==> src/rtl/mult_div_unit.sv <==
// rtl/mult_div_unit.sv - iterative 34-cycle multiply/divide unit holding the HI/LO registers
module mult_div_unit #(
    parameter int WORD_W = 32
) (
    input  logic              CLK,
    input  logic              nRST,
    input  logic              start,
    input  logic [1:0]        md_op,
    input  logic [WORD_W-1:0] port_a,
    input  logic [WORD_W-1:0] port_b,
    input  logic              hi_we,
    input  logic              lo_we,
    input  logic [WORD_W-1:0] wdat,
    output logic              busy,
    output logic              done,
    output logic [WORD_W-1:0] hi,
    output logic [WORD_W-1:0] lo
);

    localparam logic [1:0] IDLE = 2'd0;
    localparam logic [1:0] CALC = 2'd1;
    localparam logic [1:0] FIX  = 2'd2;
    localparam logic [1:0] DONE = 2'd3;

    localparam logic [5:0] LAST_STEP = 6'd31;

    logic [1:0]          state;
    logic [5:0]          cnt;
    logic                is_div;
    logic                res_neg;
    logic                dvd_neg;
    logic                b_zero;
    logic [WORD_W-1:0]   orig_a;
    logic [WORD_W-1:0]   mag_a;
    logic [WORD_W-1:0]   mag_b;
    logic [2*WORD_W-1:0] acc;
    logic [WORD_W-1:0]   rem;
    logic [WORD_W-1:0]   quo;
    logic [WORD_W-1:0]   hi_q;
    logic [WORD_W-1:0]   lo_q;

    // md_op[0] clear selects the signed flavour of each op
    logic              in_signed;
    logic [WORD_W-1:0] abs_a;
    logic [WORD_W-1:0] abs_b;

    assign in_signed = ~md_op[0];
    assign abs_a     = (in_signed && port_a[WORD_W-1]) ? -port_a : port_a;
    assign abs_b     = (in_signed && port_b[WORD_W-1]) ? -port_b : port_b;

    // One shift-add step: low half of acc holds the remaining multiplier bits
    logic [WORD_W:0]     mul_sum;
    logic [2*WORD_W-1:0] acc_next;

    assign mul_sum  = {1'b0, acc[2*WORD_W-1:WORD_W]} + (acc[0] ? {1'b0, mag_a} : {(WORD_W+1){1'b0}});
    assign acc_next = {mul_sum, acc[WORD_W-1:1]};

    // One restoring-division step on the 33-bit partial remainder
    logic [WORD_W:0]   rem_shift;
    logic [WORD_W+1:0] rem_diff;
    logic              q_bit;
    logic              unused_rem_bit;

    assign rem_shift      = {rem, quo[WORD_W-1]};
    assign rem_diff       = {1'b0, rem_shift} - {2'b00, mag_b};
    assign q_bit          = ~rem_diff[WORD_W+1];
    assign unused_rem_bit = rem_diff[WORD_W];

    // Sign correction and result selection applied on the FIX cycle
    logic [2*WORD_W-1:0] prod_fix;
    logic [WORD_W-1:0]   quo_fix;
    logic [WORD_W-1:0]   rem_fix;
    logic [WORD_W-1:0]   fix_hi;
    logic [WORD_W-1:0]   fix_lo;

    assign prod_fix = res_neg ? -acc : acc;
    assign quo_fix  = res_neg ? -quo : quo;
    assign rem_fix  = dvd_neg ? -rem : rem;

    // Pick the HI/LO pair for the finished op; divide-by-zero returns the raw dividend and all ones
    always_comb begin
        fix_hi = prod_fix[2*WORD_W-1:WORD_W];
        fix_lo = prod_fix[WORD_W-1:0];
        if (is_div) begin
            if (b_zero) begin
                fix_hi = orig_a;
                fix_lo = {WORD_W{1'b1}};
            end else begin
                fix_hi = rem_fix;
                fix_lo = quo_fix;
            end
        end
    end

    // Control FSM and iterative datapath
    always_ff @(posedge CLK or negedge nRST) begin
        if (!nRST) begin
            state   <= IDLE;
            cnt     <= '0;
            is_div  <= 1'b0;
            res_neg <= 1'b0;
            dvd_neg <= 1'b0;
            b_zero  <= 1'b0;
            orig_a  <= '0;
            mag_a   <= '0;
            mag_b   <= '0;
            acc     <= '0;
            rem     <= '0;
            quo     <= '0;
        end else begin
            case (state)
                IDLE: begin
                    if (start) begin
                        state   <= CALC;
                        cnt     <= '0;
                        is_div  <= md_op[1];
                        res_neg <= in_signed & (port_a[WORD_W-1] ^ port_b[WORD_W-1]);
                        dvd_neg <= in_signed & port_a[WORD_W-1];
                        b_zero  <= (port_b == '0);
                        orig_a  <= port_a;
                        mag_a   <= abs_a;
                        mag_b   <= abs_b;
                        acc     <= {{WORD_W{1'b0}}, abs_b};
                        rem     <= '0;
                        quo     <= abs_a;
                    end
                end
                CALC: begin
                    if (is_div) begin
                        rem <= q_bit ? rem_diff[WORD_W-1:0] : rem_shift[WORD_W-1:0];
                        quo <= {quo[WORD_W-2:0], q_bit};
                    end else begin
                        acc <= acc_next;
                    end
                    if (cnt == LAST_STEP) begin
                        cnt   <= '0;
                        state <= FIX;
                    end else begin
                        cnt <= cnt + 6'd1;
                    end
                end
                FIX: begin
                    state <= DONE;
                end
                DONE: begin
                    state <= IDLE;
                end
                default: begin
                    state <= IDLE;
                end
            endcase
        end
    end

    // Architectural HI/LO: loaded from FIX results, or by MTHI/MTLO in IDLE when no op is starting
    always_ff @(posedge CLK or negedge nRST) begin
        if (!nRST) begin
            hi_q <= '0;
            lo_q <= '0;
        end else if (state == FIX) begin
            hi_q <= fix_hi;
            lo_q <= fix_lo;
        end else if (state == IDLE && !start) begin
            if (hi_we) begin
                hi_q <= wdat;
            end
            if (lo_we) begin
                lo_q <= wdat;
            end
        end
    end

    assign busy = (state != IDLE);
    assign done = (state == DONE);
    assign hi   = hi_q;
    assign lo   = lo_q;

endmodule

==> config.mk <==
export PLATFORM = sky130hd
export DESIGN_NAME = mult_div_unit
export DESIGN_NICKNAME = d
export VERILOG_FILES = /design/src/rtl/mult_div_unit.sv
export SDC_FILE = /design/constraint.sdc
export NUM_CORES = 1
export LEC_CHECK = 0
export CORE_UTILIZATION = 30
export DETAILED_ROUTE_END_ITERATION = 7
export PLACE_DENSITY = 0.57
export SYNTH_ARGS = -nofsm -noshare
export SYNTH_HDL_FRONTEND = slang
export SYNTH_SLANG_ARGS = --single-unit
==> constraint.sdc <==
create_clock -name CLK -period 3.9 [get_ports CLK]
set_input_delay 0.78 -clock CLK [delete_from_list [all_inputs] [get_ports CLK]]
set_output_delay 0.78 -clock CLK [all_outputs]
set_load 0.01 [all_outputs]
### Word level (Yosys, flattened, before mapping)

Index checks and enable logic that the tools add are counted.

| word-level totals | value |
|---|---|
| flip-flop bits (word level) | 300 |
| bits in latches | 0 |
| bits in writable memories | 0 |
| memory bits (read-only) | 0 |
| input port bits | 103 |
| output and inout bits | 66 |
| logic and storage cells | 85 |
| memories | 0 |

| cells by class | value |
|---|---|
| add/subtract/negate cells | 8 |
| multipliers | 0 |
| div/mod/pow operators | 0 |
| $lt $le $gt $ge | 0 |
| eq/ne operators | 8 |
| shift-type cells | 0 |
| muxes and demuxes | 32 |
| bitwise logic cells | 5 |
| reductions and logical operators | 18 |

Operator list:

| kind | count |
|---|---|
| 32-bit 2-to-1 mux | 20 |
| 64-bit 2-to-1 mux | 3 |
| 32-bit negator | 4 |
| 32-bit case mux with 2 select lines | 2 |
| 64-bit case mux with 2 select lines | 1 |
| 64-bit negator | 1 |
| 33-bit by 32-bit subtractor with 34-bit output | 1 |
| 32-bit by 32-bit adder with 33-bit output | 1 |
| 32-bit logical NOT | 1 |
| 6-bit 2-to-1 mux | 2 |
| 6-bit case mux with 2 select lines | 1 |
| 2-bit AND reduction | 5 |
| 2-bit nonzero test | 5 |
| 2-bit != test, second input constant | 4 |
| 2-bit case mux with 4 select lines | 1 |
| 6-bit by 1-bit adder with 6-bit output, second input constant | 1 |
| 6-bit by 5-bit equality test with 1-bit output, second input constant | 1 |
| 3-bit AND reduction | 2 |
| 2-bit equality test, second input constant | 2 |
| 2-bit 2-to-1 mux | 2 |
| 1-bit logical AND | 3 |
| 1-bit bitwise AND | 2 |
| 2-bit by 1-bit equality test with 1-bit output, second input constant | 1 |
| 2-bit logical NOT | 1 |
| 3 further kinds | 4 |

### Logic depth before layout (Yosys ltp)

| depth | value |
|---|---|
| word-level depth | 5 |
| gate-level depth with buffers | 14 |
| depth with buffers taken out | 13 |

### Worst setup path after synthesis

No wires, ideal clock.

| path | value |
|---|---|
| kind | flip-flop to flip-flop |
| start | register acc[0] |
| end | register acc[60] |
| library setup time | 0.122 ns |
| data arrival time | 3.247 ns |
| setup slack | 0.531 ns |
| stages on the path, launching flop included | 14 |
| buffers on the path | 1 |
| period minus slack after synthesis | 3.369 ns |
| path through | dfrtp_1 -> clkbuf_1 -> nand2_1 -> inv_1 -> ha_1 -> a211o_1 -> a2111oi_2 -> nor3_1 -> o41ai_2 -> o221ai_1 -> nand3_1 -> a31oi_1 -> or3_1 -> a32o_1 |

| between the ends | value |
|---|---|
| word-level cells in the longest chain between the ends | 4 |

RTL lines:

| item | RTL line | RTL |
|---|---|---|
| start: declaration | 36 | `logic [2*WORD_W-1:0] acc;` |
| start signal: assignment | 123 | `acc <= {{WORD_W{1'b0}}, abs_b};` |
| start signal: assignment | 133 | `acc <= acc_next;` |
| 32-bit 2-to-1 mux | 55 | `assign mul_sum = {1'b0, acc[2*WORD_W-1:WORD_W]} + (acc[0] ? {1'b0, mag_a} : {(WORD_W+1){1'b0}});` |
| 32-bit by 32-bit adder with 33-bit output | 55 |  |
| 64-bit 2-to-1 mux | 129 | `if (is_div) begin` |
| 64-bit case mux with 2 select lines | 111 | `case (state)` |

No other way between the ends. The select of a mux whose other input is x is not followed.
A chain may end at the register's enable or synchronous reset.

### Final worst setup path

Ends and elaborated chain as after synthesis.

==> results_dict.tcl <==
set metrics [dict create \
    dr.pass1.iters 5 \
    grt_overflow 0 \
    p_per_area_nw_per_um2 776.0 \
    fin_crit_sh_pct 92.67 \
    h-tree-depth 2 \
    dpl.hpwl_um 63420 \
    final_common_cell "dfrtp_1" \
    clkLatencyLatePin_ns 0.58 \
    worstPathRequired_ns 4.35 \
    p_clk_share_pct 18.7 \
    period_minus_slack_ns 3.614 \
    hold_viol 0 \
    path_clk_slew_ns 0.06 \
    worst-path-max-fanout 6 \
    max_stage_delay_ns 0.44 \
    cts_resized 0 \
    cts_tree "done" \
    p_leak_nw 11.05 \
    switching_power_mw 9.006 \
    instances_no_fill 3582 \
    fin_nets 2804 \
    cts.sinks 299 \
    dp.cells 3515 \
    fillerInstances 7026 \
    synthesis.instances 2441 \
    gp_congestion 0.9582 \
    drtAntennaViolNets 0 \
    wl_per_cell_um 22.75 \
    holdWs_ns 0.2444 \
    skew_ns 0.02105 \
    syn_area_per_cell_um2 8.520 \
    pwr-share-comb_pct 51.6 \
    start_kind "flip-flop" \
    grt_antenna_before_repair 1 \
    num_vias 19600 \
    drt-initial-drc-count 1754 \
    layout_common_cells "dfrtp_1, nand2_1, o21ai_0, a21oi_1, clkdlybuf4s50_1" \
    tightest_slew_ns 0.8979 \
    setup_viol 0 \
    drive_above_1_share_pct 10.86 \
    initial_utilization_pct 30.32 \
    antenna_cells 0 \
    clock_path_buffers 3 \
    cp_top_family "compound AO/OA/AOI/OAI gates" \
    worst-path-stages 12 \
    hp-class "input port to async pin" \
    drv_slew 0 \
    boundaryPins 169 \
    critPathKind "flip-flop to flip-flop" \
    die_h_um 265.3 \
    synth-seq-cells 299 \
    rows 96 \
    route.detailed.drc 0 \
    grt_pass1_vias 18920 \
    core_um2 68590 \
    yosysSeqAreaShare_pct 35.98 \
    slowest_stage "a2111oi_2" \
    die_x_um 265.3 \
    ys_warn_count 0 \
    peakVddDrop_mv 0.3834 \
    status "complete, no violations" \
    dpl_cell_area_um2 24130 \
    ys_async_sr_fraction_pct 100.0 \
    dp_slack_ns -0.02553 \
    cts_buffers 38 \
    design_area_um2 25410 \
    grt_max_degree 84 \
    fmax_mhz 276.7 \
    crit_chain "nand2_1 > inv_1 > ha_1 > a211o_1 > a2111oi_2 > nor3_1 > o41ai_2 > o221ai_1 > nand3_1 > a31oi_1 > or3_1 > a32o_1" \
    vias_per_cell 5.470 \
    die-area_um2 70380 \
    rsz0062_at_grt "no" \
    finalSetupTns_ns 0 \
    cts_post_setup_buffers_inserted 0 \
    synth_edf_count 0 \
    swShare_pct 45.67 \
    clockRootBuffer "clkbuf_16" \
    synth.distinct_cells 79 \
    drt-total-wl_um 81480 \
    ctsHoldBuffers 0 \
    fin_ws_ns 0.2858 \
    synth_nets 2621 \
    area_delta_synth_final_pct 22.19 \
    worstPathArrival_ns 4.06 \
    portBuffers 168 \
    max_cap_viol_count 0 \
    grt_use_total_pct 22.95 \
    synth_flop_cell "dfrtp_1" \
    p_int_mw 10.71 \
    cp_num_buf_inv 1 \
    maxSlewHeadroom_pct 40.14 \
    grt_pass1_wl_um 122200 \
    netlist_area_um2 20800 \
    cp-end-kind "flip-flop" \
    seqPwrFrac_pct 29.7 \
    r2r_cells 12 \
]
[logic make-up after synthesis]
logic type / count (synthesis) / synth area share [%]
xor gates and xnor gates: 231 / 9.729
buffers and inverters: 227 / 4.200
adders and majority gates: 77 / 4.705
DFF: 299 / 35.98
and+or+nand+nor: 739 / 17.11
muxes: 113 / 5.770
AOI/OAI and AO/OA: 755 / 22.51
[final cells by class]
class | instances | area, um^2 | share of cell area (%)
well taps | 931 | 1165 | 4.584
flip-flops and latches | 299 | 7483 | 29.45
inverters | 78 | 292.8 | 1.152
repair buffers | 292 | 2693 | 10.60
clock buffers | 52 | 1115 | 4.387
clock inverters | 15 | 162.7 | 0.6401
multi-input cells | 1915 | 12500 | 49.19
[per-layer routing]
| layer | vias to the layer above | track usage (%) | part of all wire, % |
|---|---|---|---|
| met3 | 130 | 3.286 | 5.6 |
| met5 | - | 0 | 0.016 |
| li1 | 9136 | - | - |
| met4 | 2 | 8.389 | 3.4 |
| met2 | 604 | 36.53 | 46 |
| met1 | 9723 | 31.49 | 45 |
[sequential cells by signal, summed over array words and instances (netlist names)]
register  flops
acc          64
hi           32
lo           32
mag_b        32
orig_a       32
quo          32
rem          32
mag_a        31
cnt           6
state         2
b_zero        1
dvd_neg       1
is_div        1
res_neg       1
[worst paths after layout]
kind	from	to	slack (ns)
min in group CLK	mag_a[15]$_DFFE_PN0P_	mag_a[15]$_DFFE_PN0P_	0.47
setup reg to reg	acc[0]$_DFFE_PN0P_	acc[60]$_DFFE_PN0P_	0.29
hold / removal	nRST	acc[54]$_DFFE_PN0P_	0.24
max in group asynchronous	nRST	lo[0]$_DFFE_PN0P_	2.56
hold reg to reg	mag_a[15]$_DFFE_PN0P_	mag_a[15]$_DFFE_PN0P_	0.47
setup / recovery	acc[0]$_DFFE_PN0P_	acc[60]$_DFFE_PN0P_	0.29
[power by group through the flow]
stage | sequential, mW | combinational (mW) | clock [mW]
floorplan | 5.35 | 6.48 | 0
global placement | 5.83 | 9.91 | 0
detailed placement | 5.86 | 10.0 | 0
CTS | 5.82 | 10.1 | 3.75
global route | 6.00 | 11.1 | 3.87
finish | 5.86 | 10.2 | 3.69
[worst register-to-register path, delay by kind of cell (launching register included)]
kind	cells	cell delay, ns
flip-flops	1	0.43
buffers and inverters	1	0.04
AND/OR/NAND/NOR	4	0.81
adder cells (fa/ha/maj)	1	0.29
AO/OA/AOI/OAI	6	1.91
[synthesized netlist by cell type (all sizes together) (11+ instances only)]
library cell / n / area, um^2
dfrtp: 299 / 7482
nand2: 295 / 1107
o21ai: 283 / 1416
a21oi: 185 / 925.9
nor2: 163 / 614.3
xnor2: 134 / 1174
clkbuf: 131 / 491.7
xor2: 97 / 849.6
inv: 78 / 292.8
ha: 75 / 938.4
mux2i: 61 / 610.6
mux2: 52 / 589.3
o31ai: 49 / 372.9
nand3: 47 / 240.2
and2: 46 / 290.3
nor3: 34 / 186.4
a21o: 30 / 225.2
or4: 30 / 236.5
or3: 28 / 176.4
a22o: 27 / 236.5
o22ai: 25 / 156.4
o221ai: 23 / 201.4
nor4: 21 / 210.2
nand2b: 19 / 126.4
o41ai: 19 / 188.9
buf: 18 / 88.84
nand4: 15 / 93.84
o311ai: 14 / 122.6
o211ai: 13 / 97.59
nor2b: 11 / 68.82
[stage by stage]
stage               util (%)  power, mW
global placement       35.19      15.74
global route           37.05      20.97
floorplan                  -      11.83
CTS                    37.05      19.67
detailed placement     35.19      15.91
finish                 37.05      19.72
No activity file was read; power rests on OpenSTA's default activity.
